==> src/rtl/dspba_stall_ctrl.sv <==
// Elastic valid/ready wrapper around a fixed-latency, enable-stalled DSPBA core.
// Define DSPBA_SKID_EN to add a 2-entry output skid FIFO that breaks the ready_out -> ready_in path.
module dspba_stall_ctrl #(
  parameter int unsigned LATENCY = 4,
  parameter int unsigned DATAW   = 32,
  parameter int unsigned TAGW    = 8
) (
  input  logic             clk,
  input  logic             aclr,
  input  logic             valid_in,
  output logic             ready_in,
  input  logic [TAGW-1:0]  tag_in,
  output logic             core_ena,
  input  logic [DATAW-1:0] core_result,
  output logic             valid_out,
  input  logic             ready_out,
  output logic [DATAW-1:0] data_out,
  output logic [TAGW-1:0]  tag_out,
  output logic             idle
);

  logic [LATENCY-1:0] valid_sr_q, valid_sr_d;
  logic [TAGW-1:0]    tag_sr_q [LATENCY];
  logic [TAGW-1:0]    tag_sr_d [LATENCY];
  logic               fire_in;

  assign ready_in = core_ena;
  assign fire_in  = valid_in & ready_in;

  // Valid/tag shadow of the core: every stage moves together, bubbles included.
  always_comb begin
    valid_sr_d = valid_sr_q;
    tag_sr_d   = tag_sr_q;
    if (core_ena) begin
      valid_sr_d[0] = fire_in;
      tag_sr_d[0]   = tag_in;
      for (int i = 1; i < int'(LATENCY); i++) begin
        valid_sr_d[i] = valid_sr_q[i-1];
        tag_sr_d[i]   = tag_sr_q[i-1];
      end
    end
  end

  always_ff @(posedge clk or posedge aclr) begin
    if (aclr) begin
      valid_sr_q <= '0;
      for (int i = 0; i < int'(LATENCY); i++) tag_sr_q[i] <= '0;
    end else begin
      valid_sr_q <= valid_sr_d;
      tag_sr_q   <= tag_sr_d;
    end
  end

`ifdef DSPBA_SKID_EN
  typedef struct packed {
    logic [DATAW-1:0] data;
    logic [TAGW-1:0]  tag;
  } skid_ent_t;

  skid_ent_t  skid_q [2];
  skid_ent_t  skid_d [2];
  skid_ent_t  new_ent;
  logic [1:0] count_q, count_d;
  logic       push, pop;

  assign core_ena  = (count_q != 2'd2);
  assign push      = core_ena & valid_sr_q[LATENCY-1];
  assign pop       = valid_out & ready_out;
  assign valid_out = (count_q != 2'd0);
  assign data_out  = valid_out ? skid_q[0].data : '0;
  assign tag_out   = valid_out ? skid_q[0].tag  : '0;
  assign idle      = ~|valid_sr_q & (count_q == 2'd0);
  assign new_ent   = '{data: core_result, tag: tag_sr_q[LATENCY-1]};

  // Entry 0 is always the head; a pop shifts entry 1 down.
  always_comb begin
    skid_d  = skid_q;
    count_d = count_q;
    case ({push, pop})
      2'b10: begin
        skid_d[count_q[0]] = new_ent;
        count_d            = count_q + 2'd1;
      end
      2'b01: begin
        skid_d[0] = skid_q[1];
        count_d   = count_q - 2'd1;
      end
      2'b11: begin
        if (count_q == 2'd1) begin
          skid_d[0] = new_ent;
        end else begin
          skid_d[0] = skid_q[1];
          skid_d[1] = new_ent;
        end
      end
      default: ;
    endcase
  end

  always_ff @(posedge clk or posedge aclr) begin
    if (aclr) begin
      skid_q[0] <= '0;
      skid_q[1] <= '0;
      count_q   <= 2'd0;
    end else begin
      skid_q  <= skid_d;
      count_q <= count_d;
    end
  end

  a_no_push_when_full: assert property (@(posedge clk) disable iff (aclr)
    !(push && (count_q == 2'd2)));
  a_count_range: assert property (@(posedge clk) disable iff (aclr)
    (count_q <= 2'd2));
`else
  assign core_ena  = ~(valid_sr_q[LATENCY-1] & ~ready_out);
  assign valid_out = valid_sr_q[LATENCY-1];
  assign data_out  = core_result;
  assign tag_out   = tag_sr_q[LATENCY-1];
  assign idle      = ~|valid_sr_q;
`endif

endmodule

==> config.mk <==
export PLATFORM = sky130hd
export DESIGN_NAME = dspba_stall_ctrl
export DESIGN_NICKNAME = d
export VERILOG_FILES = /design/src/rtl/dspba_stall_ctrl.sv
export SDC_FILE = /design/constraint.sdc
export NUM_CORES = 1
export LEC_CHECK = 0
export BUFFER_PORTS_ARGS = -buffer_cell sky130_fd_sc_hd__buf_4
export CORE_UTILIZATION = 35
export CTS_BUF_LIST = sky130_fd_sc_hd__clkbuf_8
export DETAILED_ROUTE_END_ITERATION = 8
export PLACE_DENSITY = 0.73
export SYNTH_ARGS = -nofsm -noshare
export SYNTH_HDL_FRONTEND = slang
export SYNTH_SLANG_ARGS = --single-unit
==> constraint.sdc <==
create_clock -name clk -period 1.4 [get_ports clk]
set_input_delay 0.14 -clock clk [delete_from_list [all_inputs] [get_ports clk]]
set_output_delay 0.14 -clock clk [all_outputs]
set_load 0.01 [all_outputs]
# Word-level counts from Yosys, hierarchy flattened
# Cells that the tools add are included.
[op_classes]
n_reduce_logical = 2
n_bitwise = 4
[op_table]
columns = ["cell", "n"]
rows = [
  ["$reduce_or 4->1", 1],
  ["$and 1x1->1", 2],
  ["$not 1->1", 2],
  ["$logic_not 1->1", 1],
]
[word_totals]
register_bits = 36
word_cells = 11
out_inout_bits = 44
input_bits = 44

# Longest topological paths before layout
# Gate-level depths: netlist of run 1.
[logic_depth]
depth_word = 4
ltp_mapped = 4
depth_no_buf = 2

# Worst setup path after synthesis of run 1
# OpenSTA, ideal clock, no wires.
[synth_timing]
path_kind = "register -> register"
start = "register valid_sr_q[3]"
end = "register tag_sr_q (netlist bit tag_out[6])"
n_path_buf = 2
stages_incl_launch_ff = 5
t_arrival_ns = 1.095
period_less_slack_ns = 1.220
setup_slack_ns = 0.180
cell_sequence = "dfrtp_1 -> nand2b_1 -> buf_6 -> buf_12 -> mux2_4"
[synth_via]
elab_chain_cells = 1
[synth_lines]
columns = ["item", "line_no", "rtl"]
rows = [
  ["from (decl)", "22", "logic [LATENCY-1:0] valid_sr_q, valid_sr_d;"],
  ["from (signal assigned)", "49", "valid_sr_q <= valid_sr_d;"],
  ["$and 1x1->1", "116", "assign core_ena = ~(valid_sr_q[LATENCY-1] & ~ready_out);"],
  ["to (signal assigned)", "50", "tag_sr_q <= tag_sr_d;"],
  ["to (decl)", "23", "logic [TAGW-1:0] tag_sr_q [LATENCY];"],
]
# No other way between the ends.
# A chain may end at the register's enable or synchronous reset.

# Worst setup path in the final report of run 1
[layout_timing]
start = "register valid_sr_q[3]"
end = "output ready_in"
[layout_via]
elab_chain_cells = 2
[layout_lines]
columns = ["item", "line_no", "rtl"]
rows = [
  ["$and 1x1->1", "116", ""],
  ["$not 1->1", "116", ""],
  ["to (decl)", "11", "output logic ready_in,"],
]
# No other way between the ends.

==> results of run 1 <==
## layer usage
| layer | vias to the layer above | wire, µm | track usage [%] |
|---|---|---|---|
| li1 | 333 | - | - |
| met1 | 364 | 1027 | 11.88 |
| met2 | 36 | 1385 | 16.00 |
| met3 | 27 | 281 | 3.704 |
| met4 | 0 | 199 | 10.47 |
| met5 | - | 0 | 0 |
## Yosys cell counts
master / instances
mux2_4: 28
nor4_1: 1
buf_6: 1
mux2_2: 7
inv_1: 1
nand2b_1: 2
buf_4: 41
dfrtp_1: 36
buf_12: 3
## flip-flops by register name, indices dropped and copies added, names as in the netlist
signal / cells
tag_out: 8
tag_sr_q: 24
valid_sr_q: 4
## worst max-delay path, delay by kind of cell (launching register included)
kind                   cells  cell delay (ps)
buffers and inverters      2              320
flip-flops                 1              400
AND/OR/NAND/NOR            1              150
## power by group through the flow
stage	Sequential (mW)	Clock (mW)	Combinational, mW
4_1_cts	1.78	0.753	1.35
5_1_grt	1.83	0.799	1.47
3_3_place_gp	1.75	0	1.30
6_report	1.77	0.718	1.38
3_5_place_dp	1.78	0	1.34
2_1_floorplan	1.69	0	1.33
## worst paths after layout
check	start	to	slack, ps	depth (start not counted)
worst max register to register	valid_sr_q[3]$_DFFE_PP0N_	tag_out[0]$_DFFE_PP0N_	190	3
min in group asynchronous	aclr	tag_sr_q[29]$_DFFE_PP0N_	520	4
worst min register to register	valid_sr_q[2]$_DFFE_PP0N_	valid_sr_q[3]$_DFFE_PP0N_	500	1
worst min-delay path	tag_in[3]	tag_sr_q[27]$_DFFE_PP0N_	90	2
max in group asynchronous	aclr	tag_sr_q[28]$_DFFE_PP0N_	570	4
worst max-delay path	valid_sr_q[3]$_DFFE_PP0N_	ready_in	100	3
## per-stage QoR
| stage | area, µm² | total power [mW] | hold slack (ps) | setup slack, ps |
|---|---|---|---|---|
| after CTS | 1817 | 3.879 | 75.86 | 32.57 |
| after global routing | 1842 | 4.095 | 77.09 | 14.00 |
| after detailed placement | 1717 | 3.128 | 280.1 | 158.3 |
| final | 1842 | 3.861 | 86.06 | 97.44 |
| after global placement | 1717 | 3.056 | 256.4 | 192.2 |
| after floorplan | 1802 | 3.023 | 288.1 | 179.9 |
## repair_timing
action / CTS / global route
endpoints found under the hold margin: 36 / 0
hold buffers: 1 / 0
endpoints found under the setup margin: 0 / 2
## logic make-up after synthesis
| family | count (synthesis) |
|---|---|
| buffers and inverters | 46 |
| flip-flops | 36 |
| multiplexers | 35 |
| AND/OR/NAND/NOR | 3 |
## cell type report
class	instances	area [µm²]	share of cell area (%)
sequential	36	900.9	48.91
clock buffer	6	82.58	4.484
tap	67	83.83	4.552
timing repair buffer	28	242.7	13.18
clock inverter	2	7.507	0.4076
multi-input combinational	38	520.5	28.26
inverter	1	3.754	0.2038
==> results.md, run 1 <==
- Status: completed
- Die Width: 73.75 µm
- Critical path fanouts, max: 17
- Crit path time final: 1303 ps
- Sequential area share after synthesis: 50.00%
- Core Util, Final: 37.99%
- Post-route ant nets: 0
- IO Pins: 88
- Maximum clock rate: 0.7677 GHz
- Post-Syn Instances: 120
- CTS tree: done
- Worst setup EP type: output port
- Fin Setup TNS: 0 ps
- Routed WL: 2893 µm
- Final clock skew: 3.088 ps
- Core box area: 4848 µm²
- Initial antenna violation count: 0
- Syn. warnings: 0
- Switching portion of total power: 27.10%
- Synthesized Nets: 164
- First-pass GRT wire length: 4202 µm
- Switch Pwr: 1.046 mW
- Vias in the first global route: 804
- RD Place Congestion: 0.6131
- DR iter-0 viols: 12
- Worst path slowest cell: dfrtp_1
- Antenna diodes: 0
- Initial DRT Pass Iterations: 4
- Mapped Avg Cell Area: 15.01 µm²
- Die Area: 5439 µm²
- Int Pwr: 2.815 mW
- Most common cell after layout, fill and taps aside: dfrtp_1
- Most frequent cells in the layout: dfrtp_1, mux2_4, buf_4, mux2_2, clkbuf_8
- P&R area growth vs syn: 2.222%
- Die Y: 73.75 µm
- Share of cells above drive strength 1: 62.16%
- Routed WL per cell: 16.25 µm
- CTS resizes: 0
- Comb power frac: 35.6%
- Dominant cell type by area after synthesis: dfrtp_1
- Clock-pin slew on the worst setup and hold paths: 70 ps
- Synth Area in Adders: 0%
- Final setup vio count: 0
- Tightest Pin Transition: 439.0 ps
- Clk_lat worst skew: 280 ps
- Simple-gate portion of the synthesized area: 1.042%
- Dpl cells: 168
- Synth area leaders: dfrtp_1, mux2_4, buf_4
- Compound-Gate Fraction of Synth Area: 0%
- CTS HTree Levels: 2
- Max-slew headroom: 70.73%
- Port buffer count: 23
- Clock buffer count from CTS: 5
- Hold Path Class: in -> reg
- Number of max-cap violations: 0
- Power Density: 2096 nW/µm²
- RSZ-0062 raised after global routing: no
- Arrival time at the worst endpoint: 1160 ps
- NumNets Final: 154
- Lkg Pwr: 0.9023 nW
- Worst path required time: 1260 ps
- Core Rows: 25
- Peak supply drop: 1.083 mV
- Synth cell types: 9
- Clock root buffer: clkbuf_8
- Postcts setup bufs: 0
- Largest family of logic cells by synthesized area: multiplexers
- Filler instances: 458
- Via count: 760
- Total GRT Usage: 10.79%
- Final hold violations: 0
- Grt total ovfl: 0
- Final period util: 93.04%
- Multiplexer share of the synthesized area: 27.71%
- Top cell type's share of synthesized area: 50.00%
- Crit-path cells: nand2b_2 > buf_12 > buf_4
- Worst setup SP type: register
- WS Path Type: reg -> out
- Xor and xnor area share after synthesis: 0%
- Detail Placement HPWL: 1955 µm
- Post-Layout Cell Count: 178
- Largest net degree at the start of global routing: 37
- Initial Util: 37.16%
- Vias per inst: 4.270
- CP max stage delay: 400 ps
- Share of power burned in registers: 45.8%
- # clock sinks: 36
- #FFs+latches synth: 36
- Final Max Slew Viols: 0
- Maximum clock insertion buffer count: 2
- Clock power frac: 18.6%
- Remaining DRCs: 0
- Synth Cell Area: 1802 µm²
Note: power is estimated with default switching activity, not from simulation.
==> run 2: changes to the inputs <==
==> config.mk (replaced) <==
export PLATFORM = sky130hd
export DESIGN_NAME = dspba_stall_ctrl
export DESIGN_NICKNAME = d
export VERILOG_FILES = /design/src/rtl/dspba_stall_ctrl.sv
export SDC_FILE = /design/constraint.sdc
export NUM_CORES = 1
export LEC_CHECK = 0
export CORE_UTILIZATION = 35
export CTS_BUF_LIST = sky130_fd_sc_hd__clkbuf_8
export DETAILED_ROUTE_END_ITERATION = 8
export DONT_BUFFER_PORTS = 1
export PLACE_DENSITY = 0.58
export SYNTH_ARGS = -nofsm -noshare
export SYNTH_HDL_FRONTEND = slang
export SYNTH_SLANG_ARGS = --single-unit
==> run 2 against run 1 <==
Net effect: first-iteration DRC count grew 25%; worst setup slack got worse by 12 ps; maximum frequency down 0.93%; routed wire length is 19% lower; count of clock-buffer cells in the layout shrank 1; global-route usage down 0.85 points; flip-flop and latch count is the same; critical path depth did not move; final cell count shrank 8.4%; sequential power grew 5%; via count fell by 9.2%; clock skew up 2.7 ps; critical endpoint is now valid_sr_q[2]$_DFFE_PP0N_; largest cell class unchanged.
==> results.md, run 2 (synthesis gave the netlist of run 1 again) <==
- Status: completed
- Initial antenna violation count: 0 (unchanged)
- Final Max Slew Viols: 0 (unchanged)
- Remaining DRCs: 0 (unchanged)
- Vias in the first global route: 790 (-1.7%)
- Placed cell areas: 1551 µm² (-9.6%)
- Final clock skew: 5.780 ps (+2.693 ps)
- Final instance area: 1735 µm² (-5.8%)
- RD Place Congestion: 0.6267 (+2.2%)
- CP max stage delay: 450 ps (+50 ps)
- Final setup vio count: 0 (unchanged)
- Most frequent cells in the layout: dfrtp_1, mux2_4, dlygate4sd3_1, mux2_2, clkbuf_8
- Grt total ovfl: 0 (unchanged)
- Largest net degree at the start of global routing: 37 (unchanged)
- Comb power frac: 29.0% (-6.6 points)
- Routed wl met3: 275 µm (-2.1%)
- Crit path buf inv count: 1 (-1)
- IO Pins: 88 (unchanged)
- Fin Setup TNS: 0 ps (unchanged)
- Met2 wire len: 995 µm (-28%)
- Top layer used by detailed routing: met4
- CTS tree: done
- Port buffer count: 0 (-100%)
- Clock root buffer: clkbuf_8
- Power Density: 2037 nW/µm² (-2.8%)
- Core Rows: 25 (unchanged)
- RSZ-0062 raised after global routing: no
- Clock power frac: 18.5% (about the same)
- R2r setup slk: 90 ps (-100 ps)
- Arrival time at the worst endpoint: 1480 ps (+320 ps)
- Maximum clock insertion buffer count: 2 (unchanged)
- Worst setup EP type: register
- Reg area: 900.9 µm² (unchanged)
- Crit path max-delay family: flip-flops
- Antenna diodes: 0 (unchanged)
- RR Startpoint: valid_sr_q[3]$_DFFE_PP0N_
- Clock-pin slew on the worst setup and hold paths: 70 ps (about the same)
- Post-route ant nets: 0 (unchanged)
- Routed WL per cell: 14.34 µm (-12%)
- Max reg flops: 24 (unchanged)
- DR iter-0 viols: 15 (+3)
- Most common cell after layout, fill and taps aside: dfrtp_1
- Final hold violations: 0 (unchanged)
- Worst setup path start: valid_sr_q[3]$_DFFE_PP0N_
- Maximum clock rate: 0.7606 GHz (-0.93%)
- Clock buffer count from CTS: 5 (unchanged)
- Switching portion of total power: 27.74% (+0.64 points)
- Capturing point of the worst reg2reg path: valid_sr_q[2]$_DFFE_PP0N_
- Share of cells above drive strength 1: 48.96% (-13 points)
- Share of power burned in registers: 52.5% (+6.7 points)
- Hold depth: 2 (unchanged)
- Lkg Pwr: 0.8129 nW (-9.9%)
- Max-slew headroom: 71.22% (+0.49 points)
- Crit path to: valid_sr_q[2]$_DFFE_PP0N_
- First-pass GRT wire length: 3870 µm (-7.9%)
- WS Path Type: reg -> reg
- Clk_lat worst skew: 280 ps (about the same)
- Die Width: 73.75 µm (unchanged)
- Int Pwr: 2.554 mW (-9.3%)
- Total GRT Usage: 9.933% (-0.85 points)
- CP Depth: 3 (unchanged)
- Worst path required time: 1560 ps (+300 ps)
- Tightest Pin Transition: 431.7 ps (-7.352 ps)
- DRT met1 WL: 958 µm (-6.7%)
- Switch Pwr: 980.5 µW (-6.3%)
- Peak supply drop: 0.8931 mV (-18%)
- Detail Placement HPWL: 1622 µm (-17%)
- Worst setup SP type: register
- Area of the multi-input gates: 526.8 µm² (+1.2%)
- Reg with most FFs: tag_sr_q
- CTS HTree Levels: 2 (unchanged)
- Die Y: 73.75 µm (unchanged)
- Worst r2r path cells: 3 (unchanged)
- Die Area: 5439 µm² (unchanged)
- Hold Path Class: in -> reg
- Initial DRT Pass Iterations: 2 (-2)
- Crit path time final: 1315 ps (+12.27 ps)
- Number of max-cap violations: 0 (unchanged)
- Filler instances: 474 (+3.5%)
- Initial Util: 37.16% (unchanged)
- Critical path fanouts, max: 9 (-8)
- Routed WL: 2337 µm (-19%)
- Via count: 690 (-9.2%)
- P&R area growth vs syn: -3.681%
- Vias per inst: 4.233 (-0.86%)
- Worst path slowest cell: dfrtp_1
- # clock sinks: 36 (unchanged)
- Crit-path cells: nand2b_2 > buf_4 > mux2_2
- NumNets Final: 140 (-9.1%)
- Core box area: 4848 µm² (unchanged)
- Final period util: 93.92% (+0.88 points)
==> run 2: changes by cell type in the layout (fill, tap and decap cells not counted) <==
| cell | previous run | this run |
|---|---|---|
| clkbuf_16 | 1 | 0 |
| nor4_2 | 0 | 1 |
| buf_4 | 25 | 3 |
| clkbuf_8 | 6 | 5 |
| dlygate4sd3_1 | 1 | 10 |
| inv_1 | 3 | 2 |
| clkinv_2 | 0 | 1 |
| nor4_1 | 1 | 0 |
==> run 2: power by group through the flow <==
stage | combinational [mW] | clock, mW | sequential [mW]
finish | 1.03 | 0.652 | 1.86
global route | 1.10 | 0.739 | 1.92
CTS | 1.04 | 0.692 | 1.87
detailed placement | 1.02 | 0 | 1.87
global placement | 0.977 | 0 | 1.85
floorplan | 1.33 | 0 | 1.69
==> run 2: final cells by class <==
class | instances | area share, %
clock buffers | 5 | 3.965
repair buffers | 14 | 8.219
inverters | 1 | 0.2163
well taps | 67 | 4.831
clock inverters | 2 | 0.5047
multi-input cells | 38 | 30.35
flip-flops and latches | 36 | 51.91
==> run 2: stage by stage <==
stage / hold WS (ps) / util [%] / power (mW) / std cells / setup slack [ps]
floorplan: 288.1 / - / 3.023 / 120 / 179.9
global placement: 144.2 / 32.00 / 2.824 / 146 / 142.7
detailed placement: 158.9 / 32.00 / 2.886 / 146 / 101.2
CTS: 206.3 / 35.79 / 3.602 / 163 / 78.17
global route: 218.1 / 35.79 / 3.766 / 163 / 39.12
finish: 217.4 / 35.79 / 3.534 / 163 / 85.17
==> run 2: worst min-delay path by stage <==
| stage | from | endpoint | slack (ps) |
|---|---|---|---|
| floorplan | tag_in[0] | tag_sr_q[24]$_DFFE_PP0N_ | 290 |
| global placement | aclr | tag_out[6]$_DFFE_PP0N_ | 140 |
| detailed placement | aclr | tag_out[6]$_DFFE_PP0N_ | 160 |
| CTS | ready_out | tag_sr_q[29]$_DFFE_PP0N_ | 210 |
| global route | ready_out | tag_sr_q[29]$_DFFE_PP0N_ | 220 |
| finish | ready_out | tag_sr_q[29]$_DFFE_PP0N_ | 220 |
==> run 2: routing by layer <==
layer	track usage [%]	vias to the layer above
met3	4.664	16
met4	9.402	0
met1	10.82	336
li1	-	304
met2	14.07	34
met5	0	-
==> run 2: what timing repair did <==
item	4_1_cts	5_1_grt
gates resized for setup	1	0
hold buffers	10	0
endpoints found under the hold margin	45	0
endpoints found under the setup margin	1	0
buffers inserted	0	0
==> run 3: changes to the inputs <==
--- a/config.mk
+++ b/config.mk
@@ -5,10 +5,12 @@
 export SDC_FILE = /design/constraint.sdc
 export NUM_CORES = 1
 export LEC_CHECK = 0
+export CORE_ASPECT_RATIO = 0.7
 export CORE_UTILIZATION = 35
 export CTS_BUF_LIST = sky130_fd_sc_hd__clkbuf_8
 export DETAILED_ROUTE_END_ITERATION = 8
 export DONT_BUFFER_PORTS = 1
+export HOLD_SLACK_MARGIN = 0.06
 export PLACE_DENSITY = 0.58
 export SYNTH_ARGS = -nofsm -noshare
 export SYNTH_HDL_FRONTEND = slang
==> run 3 against run 2 <==
Net effect: die area about the same; highest routed layer unchanged; combinational power about the same; largest cell class unchanged; clock skew shrank 0.70 ps; count of clock-buffer cells in the layout did not move; worst setup slack got worse by 11 ps; power up 7.0%; largest power group unchanged; routed wire length is 3.1% lower; sequential share of layout area fell by 1.4 points; clock power grew 35%; register-to-register slack improved by 50 ps; final cell count increased by 1.8%.
==> results.md, run 3 (synthesis gave the netlist of run 1 again) <==
- Status: completed
- Worst path slowest cell: dfrtp_2
- Final setup vio count: 0 (unchanged)
- Clk_lat worst skew: 280 ps (about the same)
- Clock power frac: 23.2% (+4.7 points)
- Worst setup EP type: output port
- Die Y: 62.03 µm (-16%)
- Final clock skew: 5.076 ps (-0.7046 ps)
- Placed cell areas: 1567 µm² (+0.97%)
- Die Area: 5443 µm² (about the same)
- RD Place Congestion: 0.6425 (+2.5%)
- Initial Util: 37.07% (-0.096 points)
- Total GRT Usage: 9.179% (-0.75 points)
- IO Pins: 88 (unchanged)
- Final instance area: 1785 µm² (+2.9%)
- Worst path required time: 1260 ps (-300 ps)
- P&R area growth vs syn: -0.9029%
- NumNets Final: 140 (unchanged)
- Via count: 742 (+7.5%)
- Max reg flops: 24 (unchanged)
- Final hold violations: 0 (unchanged)
- Initial DRT Pass Iterations: 2 (unchanged)
- Clock buffer count from CTS: 5 (unchanged)
- Most common cell after layout, fill and taps aside: dfrtp_1
- Max-slew headroom: 70.62% (-0.60 points)
- Detail Placement HPWL: 1511 µm (-6.8%)
- Power Density: 2119 nW/µm² (+4.0%)
- WS Path Type: reg -> out
- Post-route ant nets: 0 (unchanged)
- Remaining DRCs: 0 (unchanged)
- Most frequent cells in the layout: dfrtp_1, mux2_4, dlygate4sd3_1, mux2_2, clkbuf_8
- Core box area: 4861 µm² (+0.26%)
- Routed WL per cell: 13.64 µm (-4.8%)
- Antenna diodes: 0 (unchanged)
- Maximum clock rate: 0.7544 GHz (-0.80%)
- Fin Setup TNS: 0 ps (unchanged)
- Port buffer count: 0 (unchanged)
- Die Width: 87.76 µm (+19%)
- Core Rows: 21 (-16%)
- CTS HTree Levels: 2 (unchanged)
- Largest net degree at the start of global routing: 37 (unchanged)
- Final period util: 94.68% (+0.76 points)
- Filler instances: 465 (-1.9%)
- Peak supply drop: 1.077 mV (+21%)
- Switch Pwr: 1.015 mW (+3.5%)
- Maximum clock insertion buffer count: 2 (unchanged)
- Int Pwr: 2.768 mW (+8.4%)
- Number of max-cap violations: 0 (unchanged)
- Postcts setup bufs: 0 (unchanged)
- Initial antenna violation count: 0 (unchanged)
- Share of power burned in registers: 49.1% (-3.4 points)
- Hold Path Class: in -> out
- Clock root buffer: clkbuf_8
- CP max stage delay: 450 ps (about the same)
- Grt total ovfl: 0 (unchanged)
- First-pass GRT wire length: 3657 µm (-5.5%)
- Crit-path cells: nor4_2 > buf_4
- # clock sinks: 36 (unchanged)
- Share of cells above drive strength 1: 51.55% (+2.6 points)
- Lkg Pwr: 0.8271 nW (+1.8%)
- Comb power frac: 27.7% (-1.3 points)
- Vias in the first global route: 741 (-6.2%)
- Vias per inst: 4.470 (+5.6%)
- RSZ-0062 raised after global routing: no
- Crit path max-delay family: flip-flops
- CTS tree: done
- Crit path time final: 1325 ps (+10.67 ps)
- Reg with most FFs: tag_sr_q
- Routed WL: 2265 µm (-3.1%)
- Critical path fanouts, max: 3 (-6)
- Worst setup SP type: register
- DR iter-0 viols: 24 (+9)
- Tightest Pin Transition: 440.7 ps (+9.025 ps)
- Crit path buf inv count: 1 (unchanged)
- Final Max Slew Viols: 0 (unchanged)
- Arrival time at the worst endpoint: 1190 ps (-290 ps)
- Switching portion of total power: 26.83% (-0.91 points)
- Clock-pin slew on the worst setup and hold paths: 70 ps (about the same)
==> run 3: per-stage QoR <==
stage	setup WS [ps]	util (%)	total power [mW]	std cells	hold WS, ps
2_1_floorplan	179.9	-	3.023	120	288.1
3_3_place_gp	158.0	32.23	2.852	148	149.1
3_5_place_dp	138.7	32.23	2.901	148	169.7
4_1_cts	35.52	36.58	3.833	166	280.1
5_1_grt	19.87	36.73	4.026	166	280.0
6_report	74.51	36.73	3.783	166	280.0
==> run 3: path summary, 6_finish.rpt <==
path | endpoint | slack [ps] | depth (start not counted) | from
min in group asynchronous | tag_out[6]$_DFFE_PP0N_ | 400 | 3 | aclr
worst max register to register | tag_out[5]$_DFFE_PP0N_ | 140 | 3 | valid_sr_q[3]$_DFFE_PP0N_
worst max-delay path | idle | 70 | 2 | valid_sr_q[3]$_DFFE_PP0N_
worst min register to register | tag_sr_q[9]$_DFFE_PP0N_ | 510 | 1 | tag_sr_q[17]$_DFFE_PP0N_
max in group asynchronous | valid_sr_q[3]$_DFFE_PP0N_ | 660 | 3 | aclr
worst min-delay path | data_out[17] | 280 | 0 | core_result[17]
==> run 3: power groups by stage <==
stage	Combinational, mW	Clock, mW	Sequential, mW
final	1.05	0.878	1.86
after global routing	1.13	0.969	1.93
after CTS	1.06	0.915	1.86
after detailed placement	1.03	0	1.87
after global placement	1.00	0	1.85
after floorplan	1.33	0	1.69
==> run 3: timing repair <==
action                                  CTS  global route
gates resized for setup                   0             2
endpoints found under the setup margin    0             1
hold buffers                             10             0
endpoints found under the hold margin    45             0
==> run 3: final cells by class <==
cell class,instances,area [µm²],share of cell area [%]
clock buffers,5,68.82,3.854
clock inverters,3,42.54,2.383
inverters,1,3.754,0.2102
multi-input cells,38,526.8,29.50
flip-flops and latches,36,902.1,50.53
well taps,69,86.33,4.835
repair buffers,14,155.1,8.690
==> run 3: routing by layer <==
| layer | track usage (%) | vias to the layer above | routed length [µm] |
|---|---|---|---|
| met4 | 7.026 | 0 | 86 |
| li1 | - | 307 | - |
| met5 | 0 | - | 0 |
| met2 | 11.30 | 36 | 1000 |
| met3 | 4.491 | 18 | 189 |
| met1 | 12.15 | 381 | 990 |
